**src/rtl/ws2812_matrix_stream.sv**
```systemverilog
// WS2812 matrix driver: streams a latched 1bpp WIDTH x HEIGHT frame as GRB pixels.
// Define WS2812_BRIGHTNESS_EN to scale every channel by (brightness+1)/256 at accept.
module ws2812_matrix_stream #(
  parameter int unsigned CLK_FREQ   = 20000000,
  parameter int unsigned WIDTH      = 16,
  parameter int unsigned HEIGHT     = 16,
  parameter int unsigned SERPENTINE = 1,
  parameter int unsigned T0H_NS     = 400,
  parameter int unsigned T1H_NS     = 800,
  parameter int unsigned BIT_NS     = 1250,
  parameter int unsigned LATCH_US   = 200
) (
  input  logic                    clock,
  input  logic                    reset,
  input  logic [WIDTH*HEIGHT-1:0] frame,
  input  logic [23:0]             fg_rgb,
  input  logic [23:0]             bg_rgb,
  input  logic [7:0]              brightness,
  input  logic                    frame_valid,
  output logic                    frame_ready,
  output logic                    busy,
  output logic                    frame_done,
  output logic                    o_out
);

  localparam int unsigned N = WIDTH * HEIGHT;

  localparam longint unsigned T0H_L =
    (64'(CLK_FREQ) * 64'(T0H_NS)) / 64'd1000000000;
  localparam longint unsigned T1H_L =
    (64'(CLK_FREQ) * 64'(T1H_NS)) / 64'd1000000000;
  localparam longint unsigned BIT_L =
    (64'(CLK_FREQ) * 64'(BIT_NS)) / 64'd1000000000;
  localparam longint unsigned LAT_L =
    (64'(CLK_FREQ) * 64'(LATCH_US)) / 64'd1000000;

  localparam int unsigned T0H_C   = 32'(T0H_L);
  localparam int unsigned T1H_C   = 32'(T1H_L);
  localparam int unsigned BIT_C   = 32'(BIT_L);
  localparam int unsigned LATCH_C = 32'(LAT_L);

  localparam int LW = (N > 1) ? $clog2(N) : 1;
  localparam int CW = (WIDTH > 1) ? $clog2(WIDTH) : 1;
  localparam int BW = $clog2(24);
  localparam int YW = (BIT_C > 1) ? $clog2(BIT_C) : 1;
  localparam int TW = (LATCH_C > 0) ? $clog2(LATCH_C + 1) : 1;

  if ((T1H_C >= BIT_C) || (T0H_C == 0)) begin : g_bad_timing
    $error("ws2812_matrix_stream: T1H_C must be < BIT_C and T0H_C > 0");
  end

  typedef enum logic [1:0] {
    S_IDLE,
    S_SEND,
    S_LATCH
  } state_t;

  state_t          r_state;
  logic [YW-1:0]   r_cyc;
  logic [BW-1:0]   r_bit;
  logic [LW-1:0]   r_led;
  logic [CW-1:0]   r_col;
  logic            r_odd;
  logic [LW-1:0]   r_base;
  logic [TW-1:0]   r_lcnt;
  logic            r_out;
  logic            r_done;

  logic [N-1:0]    r_frame;
  logic [23:0]     r_fg;
  logic [23:0]     r_bg;

  state_t          w_state_n;
  logic [YW-1:0]   w_cyc_n;
  logic [BW-1:0]   w_bit_n;
  logic [LW-1:0]   w_led_n;
  logic [CW-1:0]   w_col_n;
  logic            w_odd_n;
  logic [LW-1:0]   w_base_n;
  logic [TW-1:0]   w_lcnt_n;
  logic            w_done_n;
  logic            w_accept;

  logic [23:0]     w_fg_in;
  logic [23:0]     w_bg_in;
  logic [CW-1:0]   w_col_eff;
  logic [LW-1:0]   w_idx;
  logic            w_lit;
  logic [23:0]     w_rgb;
  logic [23:0]     w_grb;
  logic            w_bitv;
  logic            w_out_n;

`ifdef WS2812_BRIGHTNESS_EN
  function automatic logic [7:0] f_scale(
    input logic [7:0] ch,
    input logic [7:0] br
  );
    logic [15:0] p;
    p = ({8'd0, ch} * {8'd0, br}) + {8'd0, ch};
    return 8'(p >> 8);
  endfunction

  assign w_fg_in = {f_scale(fg_rgb[23:16], brightness),
                    f_scale(fg_rgb[15:8], brightness),
                    f_scale(fg_rgb[7:0], brightness)};
  assign w_bg_in = {f_scale(bg_rgb[23:16], brightness),
                    f_scale(bg_rgb[15:8], brightness),
                    f_scale(bg_rgb[7:0], brightness)};
`else
  logic w_unused_brightness;
  assign w_unused_brightness = ^brightness;
  assign w_fg_in = fg_rgb;
  assign w_bg_in = bg_rgb;
`endif

  assign w_accept = (r_state == S_IDLE) && frame_valid;

  always_comb begin
    w_state_n = r_state;
    w_cyc_n   = r_cyc;
    w_bit_n   = r_bit;
    w_led_n   = r_led;
    w_col_n   = r_col;
    w_odd_n   = r_odd;
    w_base_n  = r_base;
    w_lcnt_n  = r_lcnt;
    w_done_n  = 1'b0;
    unique case (r_state)
      S_IDLE: begin
        if (frame_valid) begin
          w_state_n = S_SEND;
          w_cyc_n   = '0;
          w_bit_n   = '0;
          w_led_n   = '0;
          w_col_n   = '0;
          w_odd_n   = 1'b0;
          w_base_n  = '0;
        end
      end
      S_SEND: begin
        if (r_cyc == YW'(BIT_C - 1)) begin
          w_cyc_n = '0;
          if (r_bit == BW'(23)) begin
            w_bit_n = '0;
            if (r_led == LW'(N - 1)) begin
              w_state_n = S_LATCH;
              w_lcnt_n  = TW'(LATCH_C);
            end else begin
              w_led_n = r_led + LW'(1);
              if (r_col == CW'(WIDTH - 1)) begin
                w_col_n  = '0;
                w_odd_n  = ~r_odd;
                w_base_n = r_base + LW'(WIDTH);
              end else begin
                w_col_n = r_col + CW'(1);
              end
            end
          end else begin
            w_bit_n = r_bit + BW'(1);
          end
        end else begin
          w_cyc_n = r_cyc + YW'(1);
        end
      end
      S_LATCH: begin
        if (r_lcnt <= TW'(1)) begin
          w_state_n = S_IDLE;
          w_lcnt_n  = '0;
          w_done_n  = 1'b1;
        end else begin
          w_lcnt_n = r_lcnt - TW'(1);
        end
      end
      default: w_state_n = S_IDLE;
    endcase
  end

  // Look up the bit that will be on the wire next cycle, so o_out stays registered.
  assign w_col_eff = ((SERPENTINE != 0) && w_odd_n)
                   ? (CW'(WIDTH - 1) - w_col_n) : w_col_n;
  assign w_idx   = w_base_n + LW'(w_col_eff);
  assign w_lit   = r_frame[w_idx];
  assign w_rgb   = w_lit ? r_fg : r_bg;
  assign w_grb   = {w_rgb[15:8], w_rgb[23:16], w_rgb[7:0]};
  assign w_bitv  = w_grb[BW'(23) - w_bit_n];
  assign w_out_n = (w_state_n == S_SEND) &&
                   (w_cyc_n < (w_bitv ? YW'(T1H_C) : YW'(T0H_C)));

  always_ff @(posedge clock) begin
    if (reset) begin
      r_state <= S_IDLE;
      r_cyc   <= '0;
      r_bit   <= '0;
      r_led   <= '0;
      r_col   <= '0;
      r_odd   <= 1'b0;
      r_base  <= '0;
      r_lcnt  <= '0;
      r_out   <= 1'b0;
      r_done  <= 1'b0;
    end else begin
      r_state <= w_state_n;
      r_cyc   <= w_cyc_n;
      r_bit   <= w_bit_n;
      r_led   <= w_led_n;
      r_col   <= w_col_n;
      r_odd   <= w_odd_n;
      r_base  <= w_base_n;
      r_lcnt  <= w_lcnt_n;
      r_out   <= w_out_n;
      r_done  <= w_done_n;
    end
  end

  always_ff @(posedge clock) begin
    if (w_accept) begin
      r_frame <= frame;
      r_fg    <= w_fg_in;
      r_bg    <= w_bg_in;
    end
  end

  assign frame_ready = (r_state == S_IDLE);
  assign busy        = (r_state != S_IDLE);
  assign frame_done  = r_done;
  assign o_out       = r_out;

endmodule
```
**config.mk**
```make
export PLATFORM = sky130hd
export DESIGN_NAME = ws2812_matrix_stream
export DESIGN_NICKNAME = d
export VERILOG_FILES = /design/src/rtl/ws2812_matrix_stream.sv
export SDC_FILE = /design/constraint.sdc
export NUM_CORES = 1
export LEC_CHECK = 0
export BUFFER_PORTS_ARGS = -buffer_cell sky130_fd_sc_hd__buf_2
export CAP_MARGIN = 10
export CORE_ASPECT_RATIO = 2
export CORE_MARGIN = 3
export CORE_UTILIZATION = 56
export CTS_BUF_LIST = sky130_fd_sc_hd__clkbuf_4 sky130_fd_sc_hd__clkbuf_8
export DETAILED_ROUTE_END_ITERATION = 6
export PLACE_DENSITY = 0.8
export SYNTH_ARGS = -nofsm -noshare
export SYNTH_HDL_FRONTEND = slang
export SYNTH_SLANG_ARGS = --single-unit
```
**constraint.sdc**
```tcl
create_clock -name clock -period 16.26 [get_ports clock]
set_clock_uncertainty 0.2 [all_clocks]
set_input_delay 3.252 -clock clock [delete_from_list [all_inputs] [get_ports clock]]
set_output_delay 3.252 -clock clock [all_outputs]
set_load 0.05 [all_outputs]
```
; ---- Word-level counts from Yosys, hierarchy flattened
; Cells that the tools add are included.
[word_totals]
regBits = 351
[op_classes]
magnitude_cmp = 4
n_eq_ne = 12
n_addsub = 9
n_mux = 49
n_bitwise = 2
n_reduce_logical = 9
[op_table]
columns = cell, n
row1 = 8-bit two-way mux, 9
row2 = 12-bit two-way mux, 4
row3 = 8-bit case mux with 2 select lines, 2
row4 = 5-bit two-way mux, 6
row5 = 24-bit two-way mux, 1
row6 = 4-bit two-way mux, 6
row7 = 12-bit case mux with 2 select lines, 1
row8 = 5-bit case mux with 2 select lines, 2
row9 = "12-bit by 1-bit <= comparator with 1-bit output, second input constant", 1
row10 = "12-bit by 1-bit subtractor with 12-bit output, second input constant", 1
row11 = "5-bit by 1-bit adder with 5-bit output, second input constant", 2
row12 = "5-bit equality test, second input constant", 2
row13 = 2-bit two-way mux, 5
row14 = "2-bit inequality test, second input constant", 5
row15 = "8-bit by 9-bit less-than comparator with 1-bit output, second input constant", 1
row16 = "8-bit by 1-bit adder with 8-bit output, second input constant", 1
row17 = 8-bit by 4-bit adder with 8-bit output, 1
row18 = "8-bit by 5-bit adder with 8-bit output, second input constant", 1
row19 = 1-bit binary-select mux with 8-bit select, 1
row20 = "8-bit equality test, second input constant", 1
row21 = 1-bit two-way mux, 8
row22 = 4-bit case mux with 2 select lines, 1
row23 = "5-bit by 6-bit less-than comparator with 1-bit output, second input constant", 1
row24 = 2-bit case mux with 3 select lines, 1
row25 = other kinds (16), 21

; ---- Depth between registers and ports, before layout
[depth]
depth_word = 17
ltp_mapped = 29

; ---- Least setup slack after synthesis
; No wires, ideal clock.
[synth_path]
path_kind = input port to flip-flop
from = input port frame_valid
to = register r_out, in the netlist o_out
t_required_ns = 15.981
setup_slack_ns = 1.493
arrival_time_ns = 14.488
n_path_buf = 3
stages = 23
setup_time_ns = 0.079
cell_sequence = or3b_1 -> clkbuf_1 -> inv_1 -> a21oi_1 -> a21oi_1 -> xnor2_1 -> ha_1 -> fa_1 -> buf_2 -> clkbuf_1 -> mux4_2 -> mux4_2 -> mux2i_1 -> nand2_1 -> a32o_2 -> nor3_4 -> mux2_2 -> o211ai_1 -> nand2_1 -> ha_1 -> and3b_1 -> o2111ai_1 -> o211ai_1
[synth_via]
elab_chain_len = 13
elab_cells_between_ends = 25
classes_between = add/sub: 3 / order compare: 1 / eq/ne: 1 / mux: 19 / reduce/logical: 1
[synth_rtl]
columns = element, line_no
row1 = from (decl), 19  ; input logic frame_valid,
row2 = 4-bit two-way mux, 131  ; if (frame_valid) begin
row3 = 4-bit case mux with 2 select lines, 129  ; unique case (r_state)
row4 = 4-bit subtractor, 181  ; ? (CW'(WIDTH - 1) - w_col_n) : w_col_n;
row5 = 4-bit two-way mux, 181
row6 = 8-bit by 4-bit adder with 8-bit output, 182  ; assign w_idx = w_base_n + LW'(w_col_eff);
row7 = 1-bit binary-select mux with 8-bit select, 183  ; assign w_lit = r_frame[w_idx];
row8 = 1-bit two-way mux (implied by the code), 183
row9 = 24-bit two-way mux, 184  ; assign w_rgb = w_lit ? r_fg : r_bg;
row10 = 1-bit binary-select mux with 5-bit select, 186  ; assign w_bitv = w_grb[BW'(23) - w_bit_n];
row11 = 1-bit two-way mux (implied by the code), 186
row12 = 5-bit two-way mux, 188  ; (w_cyc_n < (w_bitv ? YW'(T1H_C) : YW'(T0H_C)));
row13 = 5-bit less-than comparator, 188
row14 = 1-bit logical AND *, 187  ; assign w_out_n = (w_state_n == S_SEND) &&
row15 = to (signal assigned), 211  ; r_out <= w_out_n;
row16 = to (decl), 66  ; logic r_out;
; Every way passes the cells marked *; elsewhere a longest branch is shown, timed or not. The select of a mux whose other input is x is not followed.
; A chain may end at the register's enable or synchronous reset.

; ---- Final worst setup path
; Ends and elaborated chain as after synthesis.

==> impl_results.md <==
* Post-place setup slack at ~5.5 ns
* Total gr overflow at 0
* Fin Hold WS at 0.2912 ns
* Routed WL at 33.09 mm
* Sum Neg Setup Slack at 0 ns
* EDFF count, synth at 304
* CP max FO at 128
* Worst setup path category: in2reg
* Setup crit end kind: register
* Final critical path time including I/O delays and setup at 10.27 ns
* Hold Crit Class: reg2reg
* Synth async-reset ratio at 0
* RD Place Congestion at 0.8304
* Post-cts gate resize count at 0
* Startpoint types: input port
* Crit path DAT at 10.58 ns
* Fillers at 1826
* Yosys warning count at 0
* First-pass DRT Iterations at 5
* Largest net degree at the start of global routing at 129
* Clock Tree Root: clkbuf_8
* Status: completed
* Least-Margin Pin Slew at 1.120 ns
* Number of global-route vias before repair at 9682
* Cells after Synth at 895
* Worst Path Required at around 17 ns
* Psw at 0.3737 mW
* Setup ws final at 5.986 ns
* Tcrit/Tclk final at 0.6319
* Slowest CP cell: fa_4
* Max-slew violation count at 0
* Drt wl/cell at 20.55 um
* H-tree levels at 2
* Syn Area/Cell at 16.40 sq um
* Commonest cells post-synth: 304 x edfxtp_1, 73 x nand2_1, 60 x mux4_2
* CTS sink cnt at around 350
* CTS buffer count at 47
* Seq pwr share at 0.590
* PD cells at 101.6 nW/um^2
* Routed via count at 9027
* First-pass GRT wire length at 51.28 mm
* Clock Power Share at 0.357
* Initial antenna violation count at 14
* Gr usage total at 0.2377
* DRC at 0
* Post-synthesis sequential element count at approximately 350
* Fin nets at around 1600
* Die area at approximately 28000 sq um
* Core Region at 25750 sq um
* Max VDD drop at 0.09280 mV
* Most common cell in the netlist: edfxtp_1
* TritonCTS clock tree: built
* Starting Density at 0.5699
* Die Wd at 120.5 um
* Antenna-violating nets left at 0
* Clk_lat worst skew at 0.58 ns
* Logic pwr share at 0.054
* Syn Nets at roughly 1200
* Area Growth Syn to Fin at 18.83%
* Switching Fraction at 0.2109
* FMAX at 97.33 MHz
* Dominant synthesized flop cell: edfxtp_1
* Slew margin rel. at 0.2472
* HPWL Detailed at 23.91 mm
* Netlist Area Pre-Place at 14680 sq um
* Largest stage delay, worst path at 1.44 ns
* Final setup vio count at 0
* Cell taking the most area after synthesis: edfxtp_1
* Register area share after synthesis at 0.6860
* Clk buf depth at 3
* Yosys top cell area share at 0.6219
* Leak at roughly 6.6 nW
* Vias/cell at about 5.6
* Final Hold Viols at 0
* Hold Buf Count CTS at 0
* Clk slew on worst S/H paths at roughly 0.07 ns
* RSZ-0062 raised after global routing: no
* Input/output buffers at between 300 and 400
* Ports at 319
* Drt first-iter violations at 565
* Setup Buffers After CTS at 0
* Layout cells sized above 1 at 0.3777
* Max-cap violations at 0
* Synth area leaders: edfxtp_1 62%, mux4_2 9.2%, dfxtp_1 6.4%
* Cells along the critical path: buf_2 -> or3b_1 -> inv_8 -> a21oi_1 -> a21oi_1 -> xnor2_1 -> ha_4 -> fa_4 -> mux4_1 -> mux4_2 -> nand2_1 -> mux2_2 -> a31oi_1 -> a32o_2 -> nor3_4 -> mux2_2 -> o211ai_1 -> nand2_1 -> ha_1 -> and3b_1 -> nand4_1 -> o211ai_1
* Internal at 1.398 mW
* Distinct cells, synth at 75
* Die height at 235.0 um
* Row count at 83
## area by class of cell
type | count | area, sq um | area share
timing repair buffer | 317 | 1604 | 0.09197
multi-input combinational | 491 | 4367 | 0.2504
tap | 340 | 425.4 | 0.02439
clock inverter | 22 | 123.9 | 0.007102
sequential | 351 | 10070 | 0.5773
antenna | 15 | 37.54 | 0.002152
inverter | 13 | 56.30 | 0.003228
clock buffer | 61 | 758.2 | 0.04347
## cell families after synthesis
group | count (synthesis) | synth area share
simple gates | 233 | 0.08192
buf+inv | 53 | 0.01833
flops | 351 | 0.6860
mux | 105 | 0.1337
fa+ha+maj | 14 | 0.01245
compound gates | 121 | 0.05677
xor+xnor | 18 | 0.01074
## critical path: cells and delay by family
kind                       cells  cell delay, ns
muxes                          4            1.57
and+or+nand+nor                6            1.56
AOI/OAI and AO/OA              6            1.22
buffers and inverters          2            0.81
adders and majority gates      3            1.84
xor gates and xnor gates       1            0.19
## placed cells by master, fill, tap and decap left out, types with 20 or more instances in the layout
cell type and n:
mux4_2 60, nand2_1 73, clkbuf_8 48, dfxtp_1 47, a21oi_1 34, mux2i_1 24, edfxtp_1 304, nor2_1 46
buf_2 310, nor3_1 20
## path summary, 6_finish.rpt
kind | slack [ns] | depth (start not counted) | start | to
setup reg to reg | 8.35 | 21 | r_state[0] | o_out
hold / removal | 0.29 | 2 | r_led[1] | r_led[1]
hold reg to reg | 0.29 | 2 | r_led[1] | r_led[1]
setup / recovery | 5.99 | 22 | frame_valid | o_out
## power groups by stage
stage          sequential [mW]  combinational (mW)  clock (mW)
5_1_grt                   1.05               0.104       0.688
3_3_place_gp              1.06              0.0920           0
2_1_floorplan             1.07              0.0439           0
3_5_place_dp              1.06              0.0949           0
4_1_cts                   1.04              0.0953       0.649
6_report                  1.04              0.0948       0.632
## sequential cells by signal (all words and copies together), names as in the netlist
| name | cells |
|---|---|
| r_bg | 24 |
| r_state | 2 |
| r_lcnt | 12 |
| r_col | 4 |
| r_led | 8 |
| r_cyc | 5 |
| r_bit | 5 |
| frame_done | 1 |
| r_frame | 256 |
| r_fg | 24 |
| r_odd | 1 |
| r_base | 8 |
| o_out | 1 |
## per-stage QoR
step	power, mW	area, sq um	std cells	util
finish	1.772	17440	1610	0.6772
detailed placement	1.159	16520	1512	0.6415
global placement	1.152	16520	1512	0.6415
global route	1.839	17440	1610	0.6772
floorplan	1.115	14680	895	-
CTS	1.790	17400	1595	0.6758
## layer usage
layer	vias up	global-route usage	part of all wire
li1	4222	-	-
met4	0	0.1014	0.040
met3	81	0.04865	0.055
met5	-	0	0
met2	322	0.4510	0.58
met1	4402	0.2477	0.32
(Power assumes the default switching activity.)
